$ cat src/rtl/hazard_ctrl_pkg.sv
// Shared definitions for the pipeline hazard controller: state encoding,
// halt-drain length, counter width and pipeline-control vectors.
package hazard_ctrl_pkg;

  typedef enum logic [1:0] {
    ST_RUN    = 2'd0,
    ST_DRAIN  = 2'd1,
    ST_HALTED = 2'd2
  } state_e;

  localparam int unsigned DRAIN_CYCLES  = 3;
  localparam logic [1:0]  DRAIN_LAST    = 2'(DRAIN_CYCLES - 1);
  localparam logic [4:0]  ECALL_ARG_REG = 5'd17;
  localparam int unsigned CNT_W         = 16;

  typedef struct packed {
    logic pc_write;
    logic if_id_write;
    logic if_id_flush;
    logic id_ex_bubble;
  } ctrl_t;

  localparam ctrl_t CTRL_ADVANCE = '{pc_write: 1'b1, if_id_write: 1'b1, if_id_flush: 1'b0, id_ex_bubble: 1'b0};
  localparam ctrl_t CTRL_STALL   = '{pc_write: 1'b0, if_id_write: 1'b0, if_id_flush: 1'b0, id_ex_bubble: 1'b1};
  localparam ctrl_t CTRL_REDIR   = '{pc_write: 1'b1, if_id_write: 1'b1, if_id_flush: 1'b1, id_ex_bubble: 1'b1};
  localparam ctrl_t CTRL_HALTGO  = '{pc_write: 1'b0, if_id_write: 1'b0, if_id_flush: 1'b0, id_ex_bubble: 1'b0};

  // True when an ID source operand is actually read and names the EX destination.
  function automatic logic src_match(input logic use_src, input logic [4:0] rs, input logic [4:0] rd);
    return use_src && (rs == rd);
  endfunction

endpackage

$ cat src/rtl/sat_counter.sv
// Saturating up-counter with synchronous active-high reset; holds at all-ones.
module sat_counter
  import hazard_ctrl_pkg::*;
#(
  parameter int unsigned WIDTH = CNT_W
) (
  input  logic             clk,
  input  logic             reset,
  input  logic             inc,
  output logic [WIDTH-1:0] count
);

  logic [WIDTH-1:0] count_q;
  logic [WIDTH-1:0] count_d;
  logic             at_max_s;

  assign at_max_s = &count_q;

  // Next count: step by one unless already saturated.
  always_comb begin
    count_d = count_q;
    if (inc && !at_max_s) begin
      count_d = count_q + {{(WIDTH-1){1'b0}}, 1'b1};
    end else begin
      count_d = count_q;
    end
  end

  // Count register.
  always_ff @(posedge clk) begin
    if (reset) begin
      count_q <= {WIDTH{1'b0}};
    end else begin
      count_q <= count_d;
    end
  end

  assign count = count_q;

endmodule

$ cat src/rtl/hazard_ctrl.sv
// Pipeline hazard controller: load-use / ECALL-argument stalls, mispredict
// flushes, and an ECALL-triggered halt that drains EX/MEM/WB before freezing.
module hazard_ctrl
  import hazard_ctrl_pkg::*;
(
  input  logic        clk,
  input  logic        reset,
  input  logic [4:0]  id_rs1,
  input  logic [4:0]  id_rs2,
  input  logic        id_use_rs1,
  input  logic        id_use_rs2,
  input  logic        id_is_ecall,
  input  logic        id_halt_req,
  input  logic        ex_mem_read,
  input  logic        ex_reg_write,
  input  logic [4:0]  ex_rd,
  input  logic        ex_mispredict,
  output logic        pc_write,
  output logic        if_id_write,
  output logic        if_id_flush,
  output logic        id_ex_bubble,
  output logic        is_halted,
  output logic [15:0] stall_cnt,
  output logic [15:0] flush_cnt
);

  state_e     state_q;
  logic [1:0] drain_cnt_q;
  logic       is_halted_q;

  logic  load_use_s;
  logic  ecall_dep_s;
  logic  in_run_s;
  logic  stall_s;
  logic  flush_s;
  logic  halt_go_s;
  ctrl_t ctrl_s;

  // x0 is hardwired zero, so a load targeting it can never create a dependency.
  assign load_use_s  = ex_mem_read && (ex_rd != 5'd0) &&
                       (src_match(id_use_rs1, id_rs1, ex_rd) ||
                        src_match(id_use_rs2, id_rs2, ex_rd));
  assign ecall_dep_s = id_is_ecall && ex_reg_write && (ex_rd == ECALL_ARG_REG);

  assign in_run_s  = (state_q == ST_RUN);
  assign stall_s   = in_run_s && !ex_mispredict && (load_use_s || ecall_dep_s);
  assign flush_s   = in_run_s && ex_mispredict;
  assign halt_go_s = in_run_s && !ex_mispredict && !stall_s && id_halt_req;

  // Pipeline-register controls; a mispredict outranks stall and halt in RUN.
  always_comb begin
    ctrl_s = CTRL_STALL;
    case (state_q)
      ST_RUN: begin
        if (ex_mispredict) begin
          ctrl_s = CTRL_REDIR;
        end else if (stall_s) begin
          ctrl_s = CTRL_STALL;
        end else if (id_halt_req) begin
          ctrl_s = CTRL_HALTGO;
        end else begin
          ctrl_s = CTRL_ADVANCE;
        end
      end
      ST_DRAIN:  ctrl_s = CTRL_STALL;
      ST_HALTED: ctrl_s = CTRL_STALL;
      default:   ctrl_s = CTRL_STALL;
    endcase
  end

  assign pc_write     = ctrl_s.pc_write;
  assign if_id_write  = ctrl_s.if_id_write;
  assign if_id_flush  = ctrl_s.if_id_flush;
  assign id_ex_bubble = ctrl_s.id_ex_bubble;

  // Halt FSM with drain counter; an illegal encoding parks the core halted.
  always_ff @(posedge clk) begin
    if (reset) begin
      state_q     <= ST_RUN;
      drain_cnt_q <= 2'd0;
      is_halted_q <= 1'b0;
    end else begin
      case (state_q)
        ST_RUN: begin
          if (halt_go_s) begin
            state_q     <= ST_DRAIN;
            drain_cnt_q <= 2'd0;
          end else begin
            state_q     <= ST_RUN;
          end
          is_halted_q <= 1'b0;
        end
        ST_DRAIN: begin
          drain_cnt_q <= drain_cnt_q + 2'd1;
          if (drain_cnt_q == DRAIN_LAST) begin
            state_q     <= ST_HALTED;
            is_halted_q <= 1'b1;
          end else begin
            state_q     <= ST_DRAIN;
            is_halted_q <= 1'b0;
          end
        end
        ST_HALTED: begin
          state_q     <= ST_HALTED;
          is_halted_q <= 1'b1;
        end
        default: begin
          state_q     <= ST_HALTED;
          drain_cnt_q <= 2'd0;
          is_halted_q <= 1'b1;
        end
      endcase
    end
  end

  assign is_halted = is_halted_q;

  sat_counter #(.WIDTH(CNT_W)) u_stall_cnt (
    .clk   (clk),
    .reset (reset),
    .inc   (stall_s),
    .count (stall_cnt)
  );

  sat_counter #(.WIDTH(CNT_W)) u_flush_cnt (
    .clk   (clk),
    .reset (reset),
    .inc   (flush_s),
    .count (flush_cnt)
  );

endmodule

$ cat config.mk
export PLATFORM = sky130hd
export DESIGN_NAME = hazard_ctrl
export DESIGN_NICKNAME = d
export VERILOG_FILES = /design/src/rtl/hazard_ctrl_pkg.sv /design/src/rtl/sat_counter.sv /design/src/rtl/hazard_ctrl.sv
export SDC_FILE = /design/constraint.sdc
export NUM_CORES = 1
export LEC_CHECK = 0
export ABC_AREA = 1
export BUFFER_PORTS_ARGS = -buffer_cell sky130_fd_sc_hd__buf_4
export CAP_MARGIN = 5
export CORE_MARGIN = 4
export CORE_UTILIZATION = 50
export CTS_BUF_LIST = sky130_fd_sc_hd__clkbuf_2 sky130_fd_sc_hd__clkbuf_4 sky130_fd_sc_hd__clkbuf_8
export DETAILED_ROUTE_END_ITERATION = 8
export PLACE_DENSITY_LB_ADDON = 0.08
export REMOVE_ABC_BUFFERS = 1
export SYNTH_ARGS = -nofsm -noshare
export SYNTH_HDL_FRONTEND = slang
export SYNTH_HIERARCHICAL = 1
export SYNTH_SLANG_ARGS = --single-unit
$ cat constraint.sdc
create_clock -name clk -period 1.7 [get_ports clk]
set_clock_uncertainty 0.15 [all_clocks]
set_input_delay 0.17 -clock clk [delete_from_list [all_inputs] [get_ports clk]]
set_output_delay 0.17 -clock clk [all_outputs]
set_load 0.005 [all_outputs]
[After elaboration in Yosys (flattened, before gate mapping)]
Index checks and enable logic that the tools add are counted.
Word-level totals
  register bits after elaboration: 37
  output and inout bits: 37
  logic and storage cells: 51
Cells by class
  add/sub/neg operators: 3
  equality and inequality tests: 7
  mux-type cells: 11
  bitwise operators: 1
  reduce and logical (&&, ||, !) cells: 24
Operators by type and width (count)
  $add 16x1->16 const B: 2
  $reduce_and 16->1: 2
  $mux 4: 4
  $logic_and 1x1->1: 13
  $eq 5x5->1: 2
  $pmux 2 s3: 1
  $eq 5x5->1 const B: 1
  $reduce_bool 5->1: 1
  $eq 2x2->1 const B: 2
  $logic_not 1->1: 4
  $mux 2: 2
  $pmux 2 s2: 1
  $add 2x1->2 const B: 1
  $eq 2x1->1 const B: 1
  $logic_not 2->1: 1
  $logic_or 1x1->1: 2
  $mux 1: 2
  $ne 2x1->1 const B: 1
  $pmux 1 s2: 1
  $reduce_and 2->1: 1
  $not 1->1: 1

[Depth between registers and ports, before layout]
Gate-level depths: netlist (run 1).
  depth in word-level cells: 11
  mapped depth: 17

[Modules after synthesis]
Netlist (run 1), hierarchy kept.
Modules (own cells, without submodules)
  sat_counter: times used 2, cells each 146, area each 978.4 sq um, sequential area each 320.3 sq um
  hazard_ctrl: times used 1, cells each 93, area each 462.9 sq um, sequential area each 80.1 sq um

[Worst setup path before layout (run 1)]
OpenSTA, ideal clock, no wires.
  path type: reg-to-reg
  from: register state_q[1]
  to: register u_stall_cnt.count_q[14] (netlist: u_stall_cnt/count[14])
  data arrival time: 1.513 ns
  required time: 1.437 ns
  setup slack: -0.076 ns
  cell stages (with the launch flop): 13
  buffers on the path: 0
  period minus slack after synthesis: 1.776 ns
  path through: dfxtp_1 nor2_1 inv_1 nor2_1 nand2_1 inv_1 inv_2 nor2_4 nand2_1 nor2_1 nand3_1 nand2_1 nor2_1
Between the ends
  word-level cells in the longest chain between the ends: 4
RTL lines
  from (decl): RTL line hazard_ctrl.sv:27  | state_e state_q;
  from (signal assigned): RTL line hazard_ctrl.sv:79  | state_q <= ST_RUN;
  from (signal assigned): RTL line hazard_ctrl.sv:86  | state_q <= ST_DRAIN;
  from (signal assigned): RTL line hazard_ctrl.sv:89  | state_q <= ST_RUN;
  $logic_not 2->1: RTL line hazard_ctrl.sv:45  | assign in_run_s = (state_q == ST_RUN);
  $logic_and 1x1->1 (2 in series): RTL line hazard_ctrl.sv:46  | assign stall_s = in_run_s && !ex_mispredict && (load_use_s || ecall_dep_s);
  via stall_s: RTL line hazard_ctrl.sv:34  | logic stall_s;
  $logic_and 1x1->1: RTL line sat_counter.sv:22  | if (inc && !at_max_s) begin
  to (signal assigned): RTL line sat_counter.sv:32  | count_q <= {WIDTH{1'b0}};
  to (signal assigned): RTL line sat_counter.sv:34  | count_q <= count_d;
  to (decl): RTL line sat_counter.sv:13  | logic [WIDTH-1:0] count_q;
The timed path passes the listed nets, and every way through them passes these cells.
A chain may end at the register's enable or synchronous reset.

[Worst setup path after layout (run 1)]
  from: register u_stall_cnt.count_q[1] (netlist: u_stall_cnt/count[1])
  to: register u_stall_cnt.count_q[7] (netlist: u_stall_cnt/count[7])
Between the ends
  word-level cells in the longest chain between the ends: 3
  elaborated cells between the ends (all ways): 4
  those cells by class: add/sub (1); reduce/logical (3)
RTL lines
  parallel branches: the longest is 3 deep, another holds $add 16x1->16
Several ways; the timed one is not identified.

==> impl_metrics.yaml, run 1 <==
routing:
  wirelength_um: 6630
  drtAntennaViolNets: 0
  route.detailed.drc: 0
  first_pass_iters: 4
  post_drt_wl_per_cell_um: 12.4
  dr_total_vias: 2754
  via_per_inst: 5.17
  drt_iter0_drc: 125
global_route:
  grt_max_degree: 16
  antenna_found_initial: 0
  grt_pass1_vias: 2412
  grt_overflow_total: 0
  grt_pass1_wl_um: 10300
  grtUsageTotal_pct: 20.6
synth:
  synth_warnings: 6
  synth.distinct_cells: 25
  synth.top_cell.area_share_pct: 29.8
  ys_ff_latch: 36
  seq_area_frac_synth_pct: 29.8
  syn_area_per_cell_sq_um: 6.29
  syn-cell-area_sq_um: 2420
  synth_cells: 385
  synth.area.top_cells: "dfxtp_1 (30%), nand2_1 (15%), nor2_1 (12%), inv_1 (7.3%), nand3_1 (6.8%)"
  yosys.area.top_type: "dfxtp_1"
place:
  gp_congestion: 0.914
  place_hpwl_um: 4600
  portBuffers: 60
  placedInstanceArea_sq_um: 3050
  place_inst: 515
pwr:
  swShare_pct: 26.0
  p_total_w: 0.00178
  p_int_w: 0.00131
  ir_drop_mv: 0.484
  p_leak_nw: 1.62
  p_per_area_nw_per_um2: 508
  seq_power_share_pct: 48.4
  clkPwrFrac_pct: 36.7
  p_sw_w: 0.000463
  pwr-share-comb_pct: 14.8
worst_setup_path:
  slowest_stage: "dfxtp_1"
  worstPathRequired_ps: 1740
  worstPathArrival_ps: 1690
  ff2ff_path_depth: 8
  rr_startpoint: "u_stall_cnt/count[1]$_SDFFE_PP0P_"
  max_stage_delay_ps: 380
  r2r_end: "u_stall_cnt/count[7]$_SDFFE_PP0P_"
  worst-setup-path-type: "reg2reg"
  crit_chain: "buf_4, nand3_1, nor2_1, nand3_1, nor2_2, nand2_1, nand2_1, nor2_1"
  end_kind: "flop"
  cp_max_fo: 4
  critPathLaunchType: "flop"
  r2r_slack_ps: 50
floorplan:
  die_x_um: 77.6
  ios: 61
  die_h_um: 77.6
  start_util_pct: 51.6
  row_count: 25
  die-area_sq_um: 6020
  core_sq_um: 4690
sta:
  hold_viol: 0
  final_max_slew_viol_count: 0
  rsz0062_at_grt: "true"
  setup_viol: 0
  fmax_mhz: 606
  tightestPinTransition_ps: 515
  tns_ps: 0
  slew_headroom_pct: 65.6
  post-route-period-util_pct: 97.1
  period_needed_ps: 1650
worst_hold_path:
  worstHoldEndpoint: "state_q[0]$_SDFF_PP0_"
  min_from: "id_halt_req"
  hp-class: "in2reg"
  whs_path_depth: 3
cells_and_area:
  drive_above_1_share_pct: 38.6
  fin_cells: 533
  diodes: 0
  postLayoutCoreUtil_pct: 74.6
  layout.nets: 505
  fin_area_sq_um: 3500
  syn_to_final_growth_pct: 44.7
  n_fill_cell: 392
cts:
  path_clk_slew_ps: 80
  clk_latency_ps: 290
  root_buffer: "clkbuf_8"
  htree_levels: 2
  numCtsBuffers: 5
  cts_buffer_depth: 2
  cts_tree: "yes"
  clkSinkCount: 36
status:
  status: "complete, no violations"
run:
  maxCapViolations: 0
==> cell usage after synthesis, drive strengths merged <==
master  instances
ha              3
a211oi          1
nand4           7
inv            50
nand3b          2
nor3            1
buf             3
dfxtp          36
clkbuf          2
a21oi          26
o21ai          13
nand2         110
nor2           94
nand3          37
==> registers in the layout, indices dropped and copies added, names as in the netlist <==
signal / flops
u_flush_cnt/count: 16
state_q: 2
u_stall_cnt/count: 16
drain_cnt_q: 2
==> critical path: cells and delay by family, from the launching register on <==
family                 cells  cell delay [ps]
buffers and inverters      1              150
flip-flops                 1              380
AND/OR/NAND/NOR            7              890
==> power by group through the flow <==
stage,clock network (W),registers [W],logic (W)
global placement,0,0.000879,0.000227
global route,0.000708,0.000863,0.000295
CTS,0.000671,0.000860,0.000240
detailed placement,0,0.000879,0.000230
finish,0.000652,0.000861,0.000264
floorplan,0,0.000883,0.000106
==> what timing repair did <==
item                                   in CTS  in global routing
setup endpoints to repair                   3                 31
pin swaps                                   2                 32
hold buffers                                1                  0
gates cloned                                0                  2
buffers inserted                            2                  5
endpoints found under the hold margin       6                  0
gates resized for setup                    10                 63
==> how the worst max path moves through the flow <==
stage	start	end	depth (start not counted)
2_1_floorplan	state_q[1]$_SDFF_PP0_	u_stall_cnt/count[14]$_SDFFE_PP0P_	12
3_3_place_gp	ex_rd[0]	u_stall_cnt/count[14]$_SDFFE_PP0P_	18
3_5_place_dp	ex_rd[0]	u_stall_cnt/count[14]$_SDFFE_PP0P_	18
4_1_cts	state_q[0]$_SDFF_PP0_	if_id_write	8
5_1_grt	state_q[1]$_SDFF_PP0_	u_stall_cnt/count[7]$_SDFFE_PP0P_	12
6_report	u_stall_cnt/count[1]$_SDFFE_PP0P_	u_stall_cnt/count[7]$_SDFFE_PP0P_	8
==> cell families after synthesis <==
group                    after synthesis  share of synthesized area [%]
buffers and inverters                 55                           9.62
AO/OA/AOI/OAI                         40                           9.51
AND/OR/NAND/NOR                      251                           49.5
flip-flops                            36                           29.8
adder cells (fa/ha/maj)                3                           1.55
==> per-layer routing <==
metal | global-route usage, % | wire, um | up-vias
met5 | 0 | 0 | -
met4 | 4.98 | 60 | 0
met3 | 5.45 | 452 | 6
met2 | 33.1 | 3080 | 91
met1 | 27.6 | 3040 | 1252
li1 | - | - | 1405
==> per-stage QoR <==
step | setup slack [ps] | hold WS, ps
after floorplan | -80.3 | 82.4
after global placement | -128 | 255
after detailed placement | -153 | 258
after CTS | -8.46 | 50.2
after global routing | -52.2 | 69.0
final | 49.7 | 62.5
==> final cells by class <==
class	count	area [sq um]	area share [%]
Timing Repair Buffer	89	711	20.3
Clock inverter	2	13.8	0.393
Multi-Input combinational cell	296	1710	48.9
Sequential cell	36	726	20.7
Inverter	50	190	5.43
Clock buffer	6	82.6	2.36
Tap cell	54	67.6	1.93
==> layout by cell type (no fill, tap or decap), types with 3 or more instances in the layout <==
cell type and count:
nand2_4 4, nand3_2 7, inv_2 8, o21ai_0 3, nand2_1 92, dfxtp_1 32, dfxtp_2 4, a21oi_1 21
nor2_1 60, nand4_4 4, nor2_2 11, o21ai_1 6, nand3_1 30, nand2_2 14, buf_6 4, inv_1 41
a21oi_2 5, buf_4 82, nor2_4 23, clkbuf_8 6, nand4_1 4
Note: power is estimated with default switching activity, not from simulation.
==> inputs of run 2 (changes only) <==
--- a/config.mk
+++ b/config.mk
@@ -14,6 +14,7 @@
 export DETAILED_ROUTE_END_ITERATION = 8
 export PLACE_DENSITY_LB_ADDON = 0.08
 export REMOVE_ABC_BUFFERS = 1
+export SETUP_SLACK_MARGIN = 0.5
 export SYNTH_ARGS = -nofsm -noshare
 export SYNTH_HDL_FRONTEND = slang
 export SYNTH_HIERARCHICAL = 1
==> impl_metrics.yaml, run 2 (same netlist as run 1, synthesis figures left out) <==
status:
  status: "finished, violations left"
  violations: "negative setup slack"
floorplan:
  core_sq_um: 4690
  row_count: 25
  start_util_pct: 51.6
  die_x_um: 77.6
  die-area_sq_um: 6020
  ios: 61
  die_h_um: 77.6
cts:
  cts_tree: "yes"
  htree_levels: 2
  root_buffer: "clkbuf_8"
  clkSinkCount: 36
  cts_buffer_depth: 2
  clk_latency_ps: 290
  path_clk_slew_ps: 80
  numCtsBuffers: 5
routing:
  wirelength_um: 9870
  dr_total_vias: 3277
  drt_iter0_drc: 302
  drtAntennaViolNets: 0
  first_pass_iters: 5
  post_drt_wl_per_cell_um: 17.5
  route.detailed.drc: 0
  via_per_inst: 5.82
sta:
  setup_ws_ps: -89.3
  fmax_mhz: 559
  post-route-period-util_pct: 105
  setup_viol: 17
  hold_viol: 0
  slew_headroom_pct: 64.8
  final_max_slew_viol_count: 0
  period_needed_ps: 1790
  tightestPinTransition_ps: 528
  rsz0062_at_grt: "true"
cells_and_area:
  diodes: 0
  mostFrequentLayoutCells: "nand2_1 (86), buf_4 (80), nor2_1 (50)"
  layout.nets: 535
  n_fill_cell: 227
  drive_above_1_share_pct: 52.7
  postLayoutCoreUtil_pct: 87.4
  mostFrequentLayoutCell: "nand2_1"
  syn_to_final_growth_pct: 69.4
place:
  gp_congestion: 0.914
  portBuffers: 60
  place_ws_ps: -153
  place_hpwl_um: 4600
worst_setup_path:
  worstPathArrival_ps: 1830
  crit_chain: "nor2_2, inv_2, buf_6, buf_6, nor2_4, inv_4, nor2_4, nand2_4, nor2_4, nand3_2, nand2_1, nor2_1"
  max_stage_delay_ps: 330
  critPathTopFamily: "simple AND/OR/NAND/NOR gates"
  worstPathRequired_ps: 1740
  cp_num_buf_inv: 4
  worst-setup-path-type: "reg2reg"
  end_kind: "flop"
  crit_path_frequent_cell: "nor2_4"
  critPathLaunchType: "flop"
  slowest_stage: "dfxtp_2"
  cp_max_fo: 4
global_route:
  grt_pass1_vias: 3047
  antenna_found_initial: 0
  grt_pass1_wl_um: 14300
  grt_max_degree: 16
  grtUsageTotal_pct: 29.3
  grt_overflow_total: 0
pwr:
  p_per_area_nw_per_um2: 453
  p_leak_nw: 1.91
  ir_drop_mv: 0.504
run:
  maxCapViolations: 0
worst_hold_path:
  hp-class: "in2reg"
==> run 2: changes by cell type in the layout (fill, tap and decap cells not counted), moves of 8 or more <==
cell     before  now
nand3_1      30   22
dfxtp_1      32    3
nor2_4       23   33
dfxtp_2       4   30
nor2_1       60   50
buf_6         4   34
==> run 2: layer usage <==
metal  routed length [um]  GRT usage (%)  vias to the layer above  part of all wire, %
li1                     -              -                     1467                    -
met1                 3810           36.2                     1497                   39
met2                 4670           49.8                      248                   47
met3                  954           5.92                       65                  9.7
met4                  442           11.6                        0                  4.5
met5                    0              0                        -                    0
==> run 2: report_power, final <==
group	switching [W]	internal (W)	leakage, nW	total (W)
logic	0.000162	0.000162	1.55	0.000324
registers	0.0000115	0.000850	0.308	0.000861
clock network	0.000340	0.000332	0.0516	0.000672
total	0.000513	0.00134	1.91	0.00186
==> run 2: area by class of cell <==
| type | instances | area [sq um] | area share [%] |
|---|---|---|---|
| clock buffer | 6 | 82.6 | 2.01 |
| clock inverter | 2 | 13.8 | 0.336 |
| inverter | 50 | 193 | 4.70 |
| multi-input combinational | 296 | 1900 | 46.4 |
| sequential | 36 | 769 | 18.8 |
| tap | 54 | 67.6 | 1.65 |
| timing repair buffer | 119 | 1070 | 26.2 |
==> run 2: metrics by stage <==
stage / area (sq um) / total power [W] / hold WS [ps] / TNS (ps) / std cells
after CTS: 3890 / 0.00181 / 50.2 / -0.701 / 554
final: 4100 / 0.00186 / 44.7 / -773 / 563
after global placement: 3050 / 0.00111 / 255 / -962 / 515
after global routing: 4100 / 0.00194 / 42.9 / -3230 / 563
after floorplan: 2370 / 0.000988 / 82.4 / -237 / 380
after detailed placement: 3050 / 0.00111 / 258 / -1060 / 515
==> run 2: worst paths after layout <==
check	startpoint	endpoint	slack, ps	cells after the start
max	state_q[1]$_SDFF_PP0_	u_flush_cnt/count[10]$_SDFFE_PP0P_	-90	12
min	id_halt_req	state_q[0]$_SDFF_PP0_	40	3
max reg2reg	state_q[1]$_SDFF_PP0_	u_flush_cnt/count[10]$_SDFFE_PP0P_	-90	12
min reg2reg	drain_cnt_q[0]$_SDFFE_PP0P_	drain_cnt_q[0]$_SDFFE_PP0P_	350	2
==> run 2: repair_timing <==
| item | 4_1_cts | 5_1_grt |
|---|---|---|
| gates cloned | 2 | 0 |
| buffers inserted | 28 | 9 |
| pin swaps | 50 | 22 |
| setup endpoints to repair | 48 | 55 |
| hold endpoints to repair | 6 | 0 |
| hold buffers | 1 | 0 |
| gates resized for setup | 139 | 42 |
==> run 2: worst min-delay path, delay by kind of cell <==
family | cells | cell delay (ps)
buffers and inverters | 1 | 120
AO/OA/AOI/OAI | 1 | 60
AND/OR/NAND/NOR | 1 | 100
